===== config.mk =====
export PLATFORM = sky130hd
export DESIGN_NAME = fifo_fwft_flat
export DESIGN_NICKNAME = d
export VERILOG_FILES = /design/src/rtl/fifo_pkg.sv /design/src/rtl/fifo_fwft_if.sv /design/src/rtl/fifo_ram_2p.sv /design/src/rtl/fifo_fwft.sv /design/src/flat_wrapper.sv
export SDC_FILE = /design/constraint.sdc
export NUM_CORES = 1
export LEC_CHECK = 0
export CAP_MARGIN = 20
export CELL_PAD_IN_SITES_DETAIL_PLACEMENT = 1
export CELL_PAD_IN_SITES_GLOBAL_PLACEMENT = 1
export CORE_MARGIN = 1.5
export CORE_UTILIZATION = 40
export DETAILED_ROUTE_END_ITERATION = 12
export PLACE_DENSITY_LB_ADDON = 0.1
export RECOVER_POWER = 25
export SETUP_SLACK_MARGIN = 0.05
export SLEW_MARGIN = 25
export SYNTH_ARGS = -nofsm -noshare
export SYNTH_HDL_FRONTEND = slang
export SYNTH_SLANG_ARGS = --single-unit

===== constraint.sdc =====
create_clock -name clk -period 4.6 [get_ports clk]
set_input_delay 0.69 -clock clk [delete_from_list [all_inputs] [get_ports clk]]
set_output_delay 0.69 -clock clk [all_outputs]
set_load 0.02 [all_outputs]

===== src/rtl/fifo_pkg.sv =====
// -----------------------------------------------------------------------------
// fifo_pkg
// Shared helpers for the FIFO family.
//   fifo_depth(addr_bits)          : number of entries, 2**addr_bits.
//   ptr_full(wp, rp, addr_bits)    : pointers (addr_bits+1 wide, zero-extended
//                                    to 32 bits) describe a full queue: low
//                                    bits equal, wrap bit different.
//   ptr_empty(wp, rp, addr_bits)   : pointers are identical (nothing between).
// -----------------------------------------------------------------------------
package fifo_pkg;

   function automatic int fifo_depth(input int addr_bits);
      return 1 << addr_bits;
   endfunction

   // Bits above the wrap bit are masked so callers may pass zero-extended
   // pointers of any width up to 31 address bits.
   function automatic logic ptr_full(input logic [31:0] wp,
                                     input logic [31:0] rp,
                                     input int          addr_bits);
      logic [31:0] w_mask;
      logic [31:0] w_diff;
      w_mask = (32'd2 << addr_bits) - 32'd1;
      w_diff = (wp ^ rp) & w_mask;
      return w_diff == (32'd1 << addr_bits);
   endfunction

   function automatic logic ptr_empty(input logic [31:0] wp,
                                      input logic [31:0] rp,
                                      input int          addr_bits);
      logic [31:0] w_mask;
      w_mask = (32'd2 << addr_bits) - 32'd1;
      return ((wp ^ rp) & w_mask) == 32'd0;
   endfunction

endpackage


===== src/rtl/fifo_fwft_if.sv =====
// -----------------------------------------------------------------------------
// fifo_fwft_if
// Producer/consumer bundle of the first-word-fall-through FIFO.
//   flush        : synchronous clear of all contents.
//   w_en/w_ready : push request / FIFO can accept; dataW is the push payload.
//   r_en/r_ready : pop request / dataR holds a valid head entry.
//   dataR        : head of queue, visible before it is popped.
//   fifo_size    : occupancy 0..2**AddrBitWidth.
//   almost_full, almost_empty : threshold flags on occupancy.
//   overflow, underflow, clr_err : sticky error flags and their clear, present
//                  only when FIFO_FWFT_ERR_FLAGS_EN is defined.
// Handshake: a transfer happens at a rising clk edge where the request and its
// ready are both 1; a request while ready is 0 is dropped; ready never depends
// combinationally on the request; payload is sampled only on a transfer.
// master = producer/consumer side, slave = FIFO side.
// -----------------------------------------------------------------------------
interface fifo_fwft_if #(
   parameter int DataWidth    = 32,
   parameter int AddrBitWidth = 4
);
   logic                  flush;
   logic                  w_en;
   logic                  w_ready;
   logic [DataWidth-1:0]  dataW;
   logic                  r_en;
   logic                  r_ready;
   logic [DataWidth-1:0]  dataR;
   logic [AddrBitWidth:0] fifo_size;
   logic                  almost_full;
   logic                  almost_empty;
`ifdef FIFO_FWFT_ERR_FLAGS_EN
   logic                  overflow;
   logic                  underflow;
   logic                  clr_err;

   modport master (
      output flush, w_en, dataW, r_en, clr_err,
      input  w_ready, r_ready, dataR, fifo_size, almost_full, almost_empty,
             overflow, underflow
   );
   modport slave (
      input  flush, w_en, dataW, r_en, clr_err,
      output w_ready, r_ready, dataR, fifo_size, almost_full, almost_empty,
             overflow, underflow
   );
`else
   modport master (
      output flush, w_en, dataW, r_en,
      input  w_ready, r_ready, dataR, fifo_size, almost_full, almost_empty
   );
   modport slave (
      input  flush, w_en, dataW, r_en,
      output w_ready, r_ready, dataR, fifo_size, almost_full, almost_empty
   );
`endif
endinterface


===== src/rtl/fifo_ram_2p.sv =====
// -----------------------------------------------------------------------------
// fifo_ram_2p
// Simple dual-port RAM, DataWidth x 2**AddrBitWidth, one write port and one
// registered read port.
//   clk, rst           : clock; rst clears only the read data register.
//   i_we/i_waddr/i_wdata : write port.
//   i_re/i_raddr       : read enable/address; o_rdata updates on the edge
//                        where i_re=1 and holds otherwise.
// -----------------------------------------------------------------------------
module fifo_ram_2p
   import fifo_pkg::*;
#(
   parameter int DataWidth    = 32,
   parameter int AddrBitWidth = 4
) (
   input  logic                    clk,
   input  logic                    rst,
   input  logic                    i_we,
   input  logic [AddrBitWidth-1:0] i_waddr,
   input  logic [DataWidth-1:0]    i_wdata,
   input  logic                    i_re,
   input  logic [AddrBitWidth-1:0] i_raddr,
   output logic [DataWidth-1:0]    o_rdata
);
   localparam int DEPTH = fifo_depth(AddrBitWidth);

   logic [DataWidth-1:0] r_mem [DEPTH];
   logic [DataWidth-1:0] r_rdata;

   always_ff @(posedge clk) begin
      if (i_we) begin
         r_mem[i_waddr] <= i_wdata;
      end
   end

   // Reset on the read register gives a defined dataR of 0 out of reset.
   always_ff @(posedge clk or posedge rst) begin
      if (rst) begin
         r_rdata <= '0;
      end else if (i_re) begin
         r_rdata <= r_mem[i_raddr];
      end
   end

   assign o_rdata = r_rdata;
endmodule


===== src/rtl/fifo_fwft.sv =====
// -----------------------------------------------------------------------------
// fifo_fwft
// Single-clock first-word-fall-through FIFO using all 2**AddrBitWidth entries.
// The head entry lives in an output stage (RAM read register, or a bypass
// register) so it is visible on dataR before it is popped.
//   clk  : rising-edge clock.   rst : asynchronous, active-high reset.
//   bus  : fifo_fwft_if.slave (flush, w_en/w_ready/dataW, r_en/r_ready/dataR,
//          fifo_size, almost_full, almost_empty and, with
//          FIFO_FWFT_ERR_FLAGS_EN defined, overflow/underflow/clr_err).
// Optional feature macro: FIFO_FWFT_ERR_FLAGS_EN (sticky error flags).
// -----------------------------------------------------------------------------
module fifo_fwft
   import fifo_pkg::*;
#(
   parameter int DataWidth    = 32,
   parameter int AddrBitWidth = 4,
   parameter int AfullThr     = (1 << AddrBitWidth) - 2,
   parameter int AemptyThr    = 1
) (
   input  logic       clk,
   input  logic       rst,
   fifo_fwft_if.slave bus
);
   localparam int PW = AddrBitWidth + 1;
   localparam logic [PW-1:0] AFULL_THR  = PW'(AfullThr);
   localparam logic [PW-1:0] AEMPTY_THR = PW'(AemptyThr);
   localparam logic [PW-1:0] ONE        = PW'(1);

   // Pointers: wr = next RAM slot to write, rd = next RAM slot to prefetch,
   // hd = slot of the entry currently at the head (advances on pop).
   logic [PW-1:0]        r_wr_ptr;
   logic [PW-1:0]        r_rd_ptr;
   logic [PW-1:0]        r_hd_ptr;
   logic [PW-1:0]        r_size;
   logic                 r_w_ready;
   logic                 r_r_ready;
   logic                 r_afull;
   logic                 r_aempty;
   logic                 r_byp_sel;
   logic [DataWidth-1:0] r_byp_data;

   logic                 w_push;
   logic                 w_pop;
   logic                 w_ram_has;
   logic                 w_load_ram;
   logic                 w_load_byp;
   logic [PW-1:0]        w_wr_nxt;
   logic [PW-1:0]        w_rd_nxt;
   logic [PW-1:0]        w_hd_nxt;
   logic [PW-1:0]        w_size_nxt;
   logic                 w_r_ready_nxt;
   logic [DataWidth-1:0] w_ram_q;

   always_comb begin
      w_push    = bus.w_en & r_w_ready & ~bus.flush;
      w_pop     = bus.r_en & r_r_ready & ~bus.flush;
      w_ram_has = ~ptr_empty(32'(r_wr_ptr), 32'(r_rd_ptr), AddrBitWidth);

      // Refill the output stage from RAM whenever it is (or is becoming) free.
      w_load_ram = (~r_r_ready | w_pop) & w_ram_has & ~bus.flush;
      // With the RAM empty, a push that coincides with the pop of the last
      // entry goes straight to the output stage, so push+pop at occupancy 1
      // keeps flowing. A push into a completely empty FIFO still takes the
      // RAM path (two-cycle write-to-read latency).
      w_load_byp = w_pop & ~w_ram_has & w_push;

      w_wr_nxt   = r_wr_ptr + (w_push ? ONE : '0);
      w_rd_nxt   = r_rd_ptr + ((w_load_ram | w_load_byp) ? ONE : '0);
      w_hd_nxt   = r_hd_ptr + (w_pop ? ONE : '0);
      w_size_nxt = r_size;
      if (w_push && !w_pop) begin
         w_size_nxt = r_size + ONE;
      end else if (w_pop && !w_push) begin
         w_size_nxt = r_size - ONE;
      end

      w_r_ready_nxt = r_r_ready;
      if (w_load_ram || w_load_byp) begin
         w_r_ready_nxt = 1'b1;
      end else if (w_pop) begin
         w_r_ready_nxt = 1'b0;
      end

      if (bus.flush) begin
         w_wr_nxt      = '0;
         w_rd_nxt      = '0;
         w_hd_nxt      = '0;
         w_size_nxt    = '0;
         w_r_ready_nxt = 1'b0;
      end
   end

   always_ff @(posedge clk or posedge rst) begin
      if (rst) begin
         r_wr_ptr   <= '0;
         r_rd_ptr   <= '0;
         r_hd_ptr   <= '0;
         r_size     <= '0;
         r_w_ready  <= 1'b0;
         r_r_ready  <= 1'b0;
         r_afull    <= 1'b0;
         r_aempty   <= 1'b1;
         r_byp_sel  <= 1'b0;
         r_byp_data <= '0;
      end else begin
         r_wr_ptr  <= w_wr_nxt;
         r_rd_ptr  <= w_rd_nxt;
         r_hd_ptr  <= w_hd_nxt;
         r_size    <= w_size_nxt;
         r_w_ready <= ~ptr_full(32'(w_wr_nxt), 32'(w_hd_nxt), AddrBitWidth);
         r_r_ready <= w_r_ready_nxt;
         r_afull   <= (w_size_nxt >= AFULL_THR);
         r_aempty  <= (w_size_nxt <= AEMPTY_THR);
         // Output select only changes on a load, so dataR holds when empty.
         if (w_load_byp) begin
            r_byp_sel  <= 1'b1;
            r_byp_data <= bus.dataW;
         end else if (w_load_ram) begin
            r_byp_sel  <= 1'b0;
         end
      end
   end

   fifo_ram_2p #(
      .DataWidth    (DataWidth),
      .AddrBitWidth (AddrBitWidth)
   ) u_ram (
      .clk     (clk),
      .rst     (rst),
      .i_we    (w_push),
      .i_waddr (r_wr_ptr[AddrBitWidth-1:0]),
      .i_wdata (bus.dataW),
      .i_re    (w_load_ram),
      .i_raddr (r_rd_ptr[AddrBitWidth-1:0]),
      .o_rdata (w_ram_q)
   );

   assign bus.dataR        = r_byp_sel ? r_byp_data : w_ram_q;
   assign bus.w_ready      = r_w_ready;
   assign bus.r_ready      = r_r_ready;
   assign bus.fifo_size    = r_size;
   assign bus.almost_full  = r_afull;
   assign bus.almost_empty = r_aempty;

`ifdef FIFO_FWFT_ERR_FLAGS_EN
   logic r_overflow;
   logic r_underflow;

   // Sticky; clr_err wins over a new error in the same cycle; flush leaves them.
   always_ff @(posedge clk or posedge rst) begin
      if (rst) begin
         r_overflow  <= 1'b0;
         r_underflow <= 1'b0;
      end else if (bus.clr_err) begin
         r_overflow  <= 1'b0;
         r_underflow <= 1'b0;
      end else begin
         if (bus.w_en && !r_w_ready) begin
            r_overflow <= 1'b1;
         end
         if (bus.r_en && !r_r_ready) begin
            r_underflow <= 1'b1;
         end
      end
   end

   assign bus.overflow  = r_overflow;
   assign bus.underflow = r_underflow;
`endif
endmodule


===== src/flat_wrapper.sv =====
// flat-port wrapper written by rule: the top's interface ports become plain ports
module fifo_fwft_flat import fifo_pkg::*;
#(
   parameter int DataWidth    = 32,
   parameter int AddrBitWidth = 4,
   parameter int AfullThr     = (1 << AddrBitWidth) - 2,
   parameter int AemptyThr    = 1
)
  (clk, rst, bus_flush, bus_w_en, bus_dataW, bus_r_en, bus_w_ready, bus_r_ready, bus_dataR, bus_fifo_size, bus_almost_full, bus_almost_empty);
  fifo_fwft_if #(.DataWidth(DataWidth), .AddrBitWidth(AddrBitWidth)) bus_i ();
  input  logic clk;
  input  logic rst;
  input wire logic [$bits(bus_i.flush)-1:0] bus_flush;
  input wire logic [$bits(bus_i.w_en)-1:0] bus_w_en;
  input wire logic [$bits(bus_i.dataW)-1:0] bus_dataW;
  input wire logic [$bits(bus_i.r_en)-1:0] bus_r_en;
  output wire logic [$bits(bus_i.w_ready)-1:0] bus_w_ready;
  output wire logic [$bits(bus_i.r_ready)-1:0] bus_r_ready;
  output wire logic [$bits(bus_i.dataR)-1:0] bus_dataR;
  output wire logic [$bits(bus_i.fifo_size)-1:0] bus_fifo_size;
  output wire logic [$bits(bus_i.almost_full)-1:0] bus_almost_full;
  output wire logic [$bits(bus_i.almost_empty)-1:0] bus_almost_empty;
  assign bus_i.flush = bus_flush;
  assign bus_i.w_en = bus_w_en;
  assign bus_i.dataW = bus_dataW;
  assign bus_i.r_en = bus_r_en;
  assign bus_w_ready = bus_i.w_ready;
  assign bus_r_ready = bus_i.r_ready;
  assign bus_dataR = bus_i.dataR;
  assign bus_fifo_size = bus_i.fifo_size;
  assign bus_almost_full = bus_i.almost_full;
  assign bus_almost_empty = bus_i.almost_empty;
  fifo_fwft #(.DataWidth(DataWidth), .AddrBitWidth(AddrBitWidth), .AfullThr(AfullThr), .AemptyThr(AemptyThr)) u_core (.clk(clk), .rst(rst), .bus(bus_i));
endmodule

==> summary.txt, run 1 <==
Yosys
  • Cells after synthesis: 1109
  • Area share of the largest cell type after synthesis: 0.660
  • Post-Syn Nets: 1154
  • Register area share after synthesis: 0.755
  • Syn avg cell area: 21.0 sq um
  • Post-synth top flop: edfxtp_1
  • Largest cells by area after synthesis: edfxtp_1 (66%), mux4_2 (12%), dfrtp_1 (9.4%)
  • Top cell type by total area after synthesis: edfxtp_1
  • Netlist cell types: 45
  • Synth Register Bits: 601
  • Synth async-reset ratio: 0.148
  • EDFF count, synth: 512
  • Yosys warns: 0
  • Mapped cell area: 23300 sq um

Pwr
  • PwrDens: 500 nW/um^2
  • P_leak: 9.30 nW
  • VDD IR max: 0.000333 V
  • Pwr Total: 13.7 mW

Clock tree
  • Clock sinks: 601
  • Post-CTS setup buffer count: 0
  • H-tree lvl count: 3
  • TritonCTS Buffers: 67
  • Worst-path clk slew: 60 ps
  • CTS tree: done
  • Hold buffers post-CTS: 0
  • CTS max path bufs: 3
  • Worst-Skew Late Latency: 590 ps
  • Resized cells post-CTS: 0
  • Clk root buf: clkbuf_16

Critical path
  • Setup crit start kind: flip-flop
  • Critical Path Start: u_core.r_byp_sel
  • Kind of critical path: reg2out
  • CP Data Arrival Time: 2830 ps
  • Setup crit end kind: output port
  • CP Max Fanout: 24
  • Max incr delay on CP: 940 ps
  • Crit path cell chain: buf_4 > mux2_2 > clkdlybuf4s50_1
  • CP max-delay cell: dfrtp_2
  • WP data required: 3910 ps
  • Reg-to-Reg Start: u_core.r_rd_ptr[0]

Detailed routing
  • DRC Markers: 0
  • Vias: 11119
  • Vias per cell: 5.43
  • Initial DRC count: 687
  • Pre-antenna DRT Iters: 6
  • Antenna viol nets, final: 0
  • Avg WL per Cell: 25.6 microns
  • Drt total wl: 52.4 mm

Placement
  • Inst Count DP: 1925
  • Dpl cell area: 25300 sq um
  • Pre-CTS setup slack: 1330 ps
  • IO Port Bufs: 77
  • Routability Congestion: 0.717
  • Final HPWL DP: 29.5 mm

STA
  • # setup viols final: 0
  • Worst-Margin Slew: 2910 ps
  • Max Clock Freq: 0.284 GHz
  • Final setup margin: 1080 ps
  • Part of the cycle the worst path needs: 0.765
  • Final hold viol count: 0
  • Minimum clock period after layout: 3520 ps
  • Setup TNS: 0 ps
  • RSZ-0062 raised after global routing: false
  • Normalized max-slew margin: -0.951
  • Worst hold slack: 469 ps
  • Worst clock skew: 15.6 ps
  • Fin. max-slew vios: 57

Run
  • Max Cap Violations: 1

Final layout
  • # fillers: 5249
  • Final Core Density: 0.477
  • Fin area: 27500 sq um
  • Share of layout cells above drive strength 1: 0.279
  • NumNets Final: 1274
  • Final cell count without fillers: 2047
  • Area grow syn2layout: 18.0%

Global routing
  • Initial antenna violation count: 2
  • Met1 usage: 0.249
  • Pin count of the biggest net entering global routing: 131
  • GR Layer Usage met2: 0.301
  • Global routing's busiest layer: met2
  • Tot GR Track Use: 0.182
  • Vias in the first global route: 12213
  • Met3 Usage GRT: 0.0334
  • Global-route wire length before repair: 80.0 mm
  • Grt ovf: 0

Die
  • Row cnt: 88
  • I/O pins: 78
  • Die Y: 244 microns
  • Die Width: 244 microns
  • Die ar.: 59700 sq um
  • Core Region: 57700 sq um
  • Initial Util: 0.404

Min path
  • Hold wc startpoint: u_core.u_ram.o_rdata[1]
  • Worst hold path type: reg2reg

Outcome
  • Status: finished with violations
  • Failing checks: max-capacitance violations, max-slew violations
==> layout make-up <==
type                            instances  area [sq um]  area share
Sequential cell                       601         17600       0.640
Multi-Input combinational cell        438          5500       0.200
Clock buffer                           94          1930      0.0702
Timing Repair Buffer                  116          1190      0.0434
Tap cell                              765           957      0.0348
Clock inverter                         27           287      0.0104
Inverter                                5          20.0    0.000728
Antenna cell                            1          2.50   0.0000910
==> cell usage after synthesis (all sizes together) (2+ instances only) <==
master and count:
xor2 9, mux2 65, a21boi 2, edfxtp 512, buf 26, dfrtp 88, nand2 7, clkbuf 39
nand2b 4, a21o 32, and2 2, nor3 5, ha 8, or4 2, nor4 2, nand3b 2
o21ai 2, and3 2, nor2 27, nand3 7, inv 5, nor2b 10, a21oi 33, mux4 128
a22oi 64, xnor2 13
==> kinds of logic (layout without fill, tap and decap cells) <==
kind of cell / Yosys count / count (layout) / synth area share
buffers and inverters: 70 / 242 / 0.0149
adders and majority gates: 9 / 9 / 0.00472
other: 0 / 1 / 0
muxes: 194 / 194 / 0.160
and+or+nand+nor: 75 / 75 / 0.0164
DFF: 601 / 601 / 0.755
xor gates and xnor gates: 22 / 22 / 0.00827
AOI/OAI and AO/OA: 138 / 138 / 0.0407
==> routing by layer <==
layer  up-vias  share of wire
met5         -        0.00023
met2       209           0.50
li1       4800              -
met1      6028           0.45
met4         2          0.020
met3        80          0.035
==> power by group <==
| group | switching [mW] | internal [mW] | total (mW) |
|---|---|---|---|
| clock | 2.11 | 3.27 | 5.37 |
| sequential | 0.218 | 6.20 | 6.42 |
| combinational | 0.880 | 1.07 | 1.95 |
==> state kept, by name (all words and copies together) (netlist names) <==
register and count:
u_core.r_wr_ptr 5, u_core.bus.w_ready 1, u_core.bus.almost_full 1, u_core.r_byp_sel 1, u_core.bus.fifo_size 5, u_core.r_rd_ptr 5
u_core.u_ram.r_mem 512, u_core.bus.almost_empty 1, u_core.r_byp_data 32, u_core.bus.r_ready 1, u_core.u_ram.o_rdata 32, u_core.r_hd_ptr 5
==> path summary, 6_finish.rpt <==
| kind | to | slack, ps | cells after the start |
|---|---|---|---|
| worst max-delay path | bus_dataR[15] | 1080 | 3 |
| worst min-delay path | u_core.u_ram.o_rdata[1] | 470 | 1 |
| worst max register to register | u_core.r_rd_ptr[4] | 1790 | 9 |
| worst min register to register | u_core.u_ram.o_rdata[1] | 470 | 1 |
| max in group asynchronous | u_core.r_rd_ptr[0] | 1700 | 2 |
| min in group asynchronous | u_core.r_byp_data[30] | 1260 | 2 |
==> placed cells by master, fill, tap and decap left out, types with 9 or more instances in the layout <==
| master | count |
|---|---|
| clkbuf_8 | 9 |
| xnor2_1 | 13 |
| xor2_1 | 9 |
| a21o_1 | 32 |
| clkbuf_16 | 70 |
| nor2_4 | 13 |
| mux2_4 | 27 |
| a21oi_1 | 33 |
| mux4_2 | 128 |
| nor2_1 | 14 |
| clkinv_2 | 10 |
| clkdlybuf4s50_1 | 55 |
| edfxtp_1 | 512 |
| dfrtp_1 | 85 |
| mux2_2 | 38 |
| clkbuf_1 | 15 |
| dlygate4sd3_1 | 22 |
| a22oi_1 | 64 |
| buf_4 | 31 |
==> worst max-delay path: cells and delay by family (launching register included) <==
kind     cells  cell delay [ps]
mux          1              360
buf+inv      2              920
flops        1              940
(Power assumes the default switching activity.)
==> run 2: changes to the inputs <==
- clock period: 4.6 -> 3.65 ns (I/O delays scaled with it)
==> summary.txt, run 2 (same netlist as run 1, synthesis figures left out) <==
STA
  • Final hold viol count: 0 (unchanged)
  • # setup viols final: 0 (unchanged)
  • Fin. max-slew vios: 41 (was 57)
  • Normalized max-slew margin: -0.518 (was -0.951)
  • Part of the cycle the worst path needs: 0.839
  • Setup TNS: 0 ps (unchanged)
  • RSZ-0062 raised after global routing: false (unchanged)
  • Minimum clock period after layout: 3060 ps
  • Max Clock Freq: 0.326 GHz
  • Worst clock skew: 22.7 ps (was 15.6 ps)
  • Worst hold slack: 471 ps (was 469 ps)
  • Worst-Margin Slew: 2260 ps (was 2910 ps)

Die
  • Initial Util: 0.404 (unchanged)
  • Row cnt: 88 (unchanged)
  • Die Width: 244 microns (unchanged)
  • Die Y: 244 microns (unchanged)
  • Core Region: 57700 sq um (unchanged)
  • I/O pins: 78 (unchanged)
  • Die ar.: 59700 sq um (unchanged)

Placement
  • Routability Congestion: 0.700 (was 0.717)
  • Final HPWL DP: 28.3 mm (was 29.5 mm)
  • Inst Count DP: 1926 (was 1925)
  • IO Port Bufs: 77 (unchanged)
  • Dpl cell area: 25400 sq um (was 25300 sq um)

Final layout
  • Antenna cells: 0 (was 1)
  • Most flops, register: u_core.u_ram.r_mem (unchanged)
  • Fin area: 27600 sq um (was 27500 sq um)
  • Max reg flops: 512 (unchanged)
  • Commonest non-fill, non-tap cell in the layout: edfxtp_1 (unchanged)
  • NumNets Final: 1275 (was 1274)
  • Commonest non-fill, non-tap cells in the layout: edfxtp_1 (512), mux4_2 (128), dfrtp_1 (85) (unchanged)
  • Final cell count without fillers: 2048 (was 2047)
  • Share of layout cells above drive strength 1: 0.276 (was 0.279)
  • Area grow syn2layout: 18.4% (was 18.0%)

Clock tree
  • Worst-Skew Late Latency: 590 ps (about the same)
  • Clk root buf: clkbuf_16 (unchanged)
  • Post-CTS setup buffer count: 0 (unchanged)
  • TritonCTS Buffers: 67 (unchanged)
  • Worst-path clk slew: 60 ps (about the same)
  • Resized cells post-CTS: 0 (unchanged)
  • Hold buffers post-CTS: 0 (unchanged)
  • CTS tree: done (unchanged)
  • Clock sinks: 601 (unchanged)
  • CTS max path bufs: 3 (unchanged)
  • H-tree lvl count: 3 (unchanged)

Critical path
  • Setup crit end kind: output port (unchanged)
  • CP Data Arrival Time: 2520 ps (was 2830 ps)
  • WP data required: 3100 ps (was 3910 ps)
  • Kind of critical path: reg2out (unchanged)
  • Critical Path Start: u_core.r_byp_sel (unchanged)
  • Setup crit start kind: flip-flop (unchanged)
  • Reg-to-Reg Start: u_core.r_wr_ptr[2] (was u_core.r_rd_ptr[0])
  • CP Max Fanout: 13 (was 24)

Detailed routing
  • Vias per cell: 5.41 (was 5.43)
  • Vias: 11083 (was 11119)
  • Pre-antenna DRT Iters: 5 (was 6)
  • Antenna viol nets, final: 0 (unchanged)
  • Drt total wl: 53.0 mm (was 52.4 mm)
  • Avg WL per Cell: 25.9 microns (was 25.6 microns)
  • DRC Markers: 0 (unchanged)
  • Initial DRC count: 764 (was 687)

Outcome
  • Failing checks: max-capacitance violations, max-slew violations (unchanged)
  • Status: finished with violations (unchanged)

Global routing
  • Grt ovf: 0 (unchanged)
  • Vias in the first global route: 12130 (was 12213)
  • Tot GR Track Use: 0.183 (was 0.182)
  • Initial antenna violation count: 1 (was 2)
  • Pin count of the biggest net entering global routing: 131 (unchanged)
  • Global-route wire length before repair: 80.1 mm (was 80.0 mm)

Pwr
  • VDD IR max: 0.000352 V (was 0.000333 V)
  • P_leak: 9.28 nW (was 9.30 nW)
  • PwrDens: 629 nW/um^2 (was 500 nW/um^2)
  • Pwr Total: 17.3 mW (was 13.7 mW)

Min path
  • Worst hold path type: reg2reg (unchanged)
  • Hold wc startpoint: u_core.u_ram.o_rdata[26] (was u_core.u_ram.o_rdata[1])

Run
  • Max Cap Violations: 1 (unchanged)
## run 2: per-stage QoR
stage	setup slack, ps	util
after floorplan	355	-
after global placement	697	0.440
after detailed placement	641	0.440
after CTS	477	0.478
after global routing	483	0.478
final	587	0.478
## run 2: area by class of cell
type | count | area, sq um
clock buffers | 88 | 1840
clock inverters | 34 | 369
fillers | 5230 | 30100
inverters | 5 | 20.0
multi-input cells | 438 | 5520
flip-flops and latches | 601 | 17600
well taps | 765 | 957
repair buffers | 117 | 1270
## run 2: final timing paths
| path | end | slack, ps | depth (start not counted) |
|---|---|---|---|
| worst max register to register | u_core.r_byp_data[10] | 1010 | 5 |
| max in group asynchronous | u_core.r_rd_ptr[1] | 1350 | 2 |
| worst max-delay path | bus_dataR[2] | 590 | 3 |
| worst min-delay path | u_core.u_ram.o_rdata[26] | 470 | 1 |
| min in group asynchronous | u_core.r_byp_data[7] | 1010 | 2 |
| worst min register to register | u_core.u_ram.o_rdata[26] | 470 | 1 |
## run 2: where the power goes
part	total (mW)	switching, mW	internal, mW
clock network	6.79	2.66	4.12
registers	8.03	0.211	7.82
logic	2.53	1.16	1.36
## run 2: routing by layer
metal / share of wire / vias to the layer above / track usage
met4: 0.016 / 2 / 0.0497
li1: - / 4802 / -
met3: 0.034 / 63 / 0.0290
met1: 0.47 / 6028 / 0.264
met5: 0.00017 / - / 0
met2: 0.48 / 188 / 0.291
## run 2: critical path, cell delays in order (launching register included)
cell and delay (ps):
dfrtp_2 620, buf_4 340, mux2_2 400, clkdlybuf4s50_1 550
==> run 3: changes to the inputs <==
- clock period: 3.65 -> 3.2 ns (I/O delays scaled with it)
==> summary.txt, run 3 (same netlist as run 1, synthesis figures left out) <==
Outcome
  • Status: finished with violations (unchanged)
  • Failing checks: max-capacitance violations, max-slew violations (unchanged)

Die
  • Core Region: 57700 sq um (unchanged)
  • Initial Util: 0.404 (unchanged)
  • I/O pins: 78 (unchanged)
  • Row cnt: 88 (unchanged)
  • Die Width: 244 microns (unchanged)
  • Die Y: 244 microns (unchanged)
  • Die ar.: 59700 sq um (unchanged)

Placement
  • Dpl cell area: 25500 sq um (was 25400 sq um)
  • Final HPWL DP: 30.7 mm (was 28.3 mm)
  • IO Port Bufs: 77 (unchanged)
  • Routability Congestion: 0.701 (was 0.700)
  • Inst Count DP: 1940 (was 1926)

Final layout
  • Area grow syn2layout: 18.3% (was 18.4%)
  • Max reg flops: 512 (unchanged)
  • Final Core Density: 0.478 (about the same)
  • Final cell count without fillers: 2060 (was 2048)
  • Antenna cells: 0 (unchanged)
  • Share of layout cells above drive strength 1: 0.285 (was 0.276)
  • Fin area: 27600 sq um (about the same)
  • NumNets Final: 1288 (was 1275)
  • Commonest non-fill, non-tap cells in the layout: edfxtp_1 (512), mux4_2 (128), dfrtp_1 (85) (unchanged)
  • Most flops, register: u_core.u_ram.r_mem (unchanged)
  • Commonest non-fill, non-tap cell in the layout: edfxtp_1 (unchanged)

STA
  • Fin. max-slew vios: 44 (was 41)
  • Worst-Margin Slew: 2260 ps (about the same)
  • Minimum clock period after layout: 2930 ps
  • RSZ-0062 raised after global routing: false (unchanged)
  • Worst clock skew: 21.2 ps (was 22.7 ps)
  • Max Clock Freq: 0.341 GHz
  • Part of the cycle the worst path needs: 0.917
  • Normalized max-slew margin: -0.506 (was -0.518)
  • Setup TNS: 0 ps (unchanged)
  • Final hold viol count: 0 (unchanged)
  • Worst hold slack: 472 ps (was 471 ps)
  • # setup viols final: 0 (unchanged)

Critical path
  • Reg-to-Reg Start: u_core.bus.w_ready (was u_core.r_wr_ptr[2])
  • Flop2flop setup slack: 780 ps (was 1010 ps)
  • Critical Path Start: u_core.r_byp_sel (unchanged)
  • CP Data Arrival Time: 2450 ps (was 2520 ps)
  • WP data required: 2720 ps (was 3100 ps)
  • RR Endpoint: u_core.r_byp_data[14] (was u_core.r_byp_data[10])
  • CP Max Fanout: 12 (was 13)
  • Setup crit end kind: output port (unchanged)
  • Setup crit start kind: flip-flop (unchanged)
  • Reg2Reg Depth: 5 (unchanged)
  • Kind of critical path: reg2out (unchanged)
  • Critical Path End: bus_dataR[9] (was bus_dataR[2])

Clock tree
  • Post-CTS setup buffer count: 0 (unchanged)
  • Worst-path clk slew: 60 ps (about the same)
  • Clk root buf: clkbuf_16 (unchanged)
  • Clock sinks: 601 (unchanged)
  • CTS tree: done (unchanged)
  • H-tree lvl count: 3 (unchanged)
  • CTS max path bufs: 3 (unchanged)
  • Hold buffers post-CTS: 0 (unchanged)
  • Resized cells post-CTS: 0 (unchanged)
  • TritonCTS Buffers: 66 (was 67)
  • Worst-Skew Late Latency: 600 ps (was 590 ps)

Global routing
  • Grt ovf: 0 (unchanged)
  • Pin count of the biggest net entering global routing: 131 (unchanged)
  • Tot GR Track Use: 0.190 (was 0.183)
  • Global-route wire length before repair: 82.8 mm (was 80.1 mm)
  • Vias in the first global route: 12413 (was 12130)
  • Initial antenna violation count: 2 (was 1)

Detailed routing
  • Drt total wl: 54.8 mm (was 53.0 mm)
  • Vias per cell: 5.47 (was 5.41)
  • Pre-antenna DRT Iters: 5 (unchanged)
  • Avg WL per Cell: 26.6 microns (was 25.9 microns)
  • DRC Markers: 0 (unchanged)
  • Vias: 11262 (was 11083)
  • Initial DRC count: 791 (was 764)
  • Antenna viol nets, final: 0 (unchanged)

Pwr
  • VDD IR max: 0.000464 V (was 0.000352 V)
  • PwrDens: 702 nW/um^2 (was 629 nW/um^2)
  • P_leak: 9.28 nW (about the same)

Min path
  • Worst hold path type: reg2reg (unchanged)

Run
  • Max Cap Violations: 1 (unchanged)
## run 3: changes by cell type in the layout (fill, tap and decap cells not counted), sizes merged
cell      change
inv           +1
buf          +14
clkinv        -1
clkinvlp      +3
bufinv        -5
## run 3: metrics by stage
| stage | worst slack [ps] | power (mW) |
|---|---|---|
| floorplan | -27.7 | 11.2 |
| global placement | 253 | 12.3 |
| detailed placement | 229 | 12.3 |
| CTS | 184 | 19.7 |
| global route | 171 | 20.1 |
| finish | 267 | 19.4 |
## run 3: where the power goes
part	switching [mW]	internal [mW]	total [mW]
Combinational	1.35	1.57	2.92
Sequential	0.238	8.92	9.15
Clock	3.09	4.21	7.29
## run 3: worst min-delay path by stage
stage / startpoint / to / slack [ps] / cells past startpoint
floorplan: u_core.u_ram.o_rdata[0] / u_core.u_ram.o_rdata[0] / 450 / 1
global placement: u_core.u_ram.o_rdata[1] / u_core.u_ram.o_rdata[1] / 460 / 1
detailed placement: u_core.u_ram.o_rdata[31] / u_core.u_ram.o_rdata[31] / 470 / 1
CTS: rst / u_core.r_byp_data[6] / 380 / 2
global route: u_core.u_ram.o_rdata[5] / u_core.u_ram.o_rdata[5] / 490 / 1
finish: u_core.u_ram.o_rdata[24] / u_core.u_ram.o_rdata[24] / 470 / 1
## run 3: final cells by class
cell class	count	area, sq um
clock buffers	88	1790
clock inverters	32	287
fillers	5254	30100
inverters	5	18.8
multi-input cells	438	5520
flip-flops and latches	601	17600
well taps	765	957
repair buffers	131	1400
## run 3: metal layers
metal / vias to the layer above / wire length, microns / track usage
li1: 4839 / - / -
met1: 6115 / 25000 / 0.265
met2: 237 / 26400 / 0.306
met3: 69 / 2480 / 0.0357
met4: 2 / 905 / 0.0497
met5: - / 8 / 0
## run 3: worst max-delay path, stage by stage (launching register included)
cell	delay (ps)
dfrtp_2	600
buf_4	330
mux2_2	380
clkdlybuf4s50_1	540
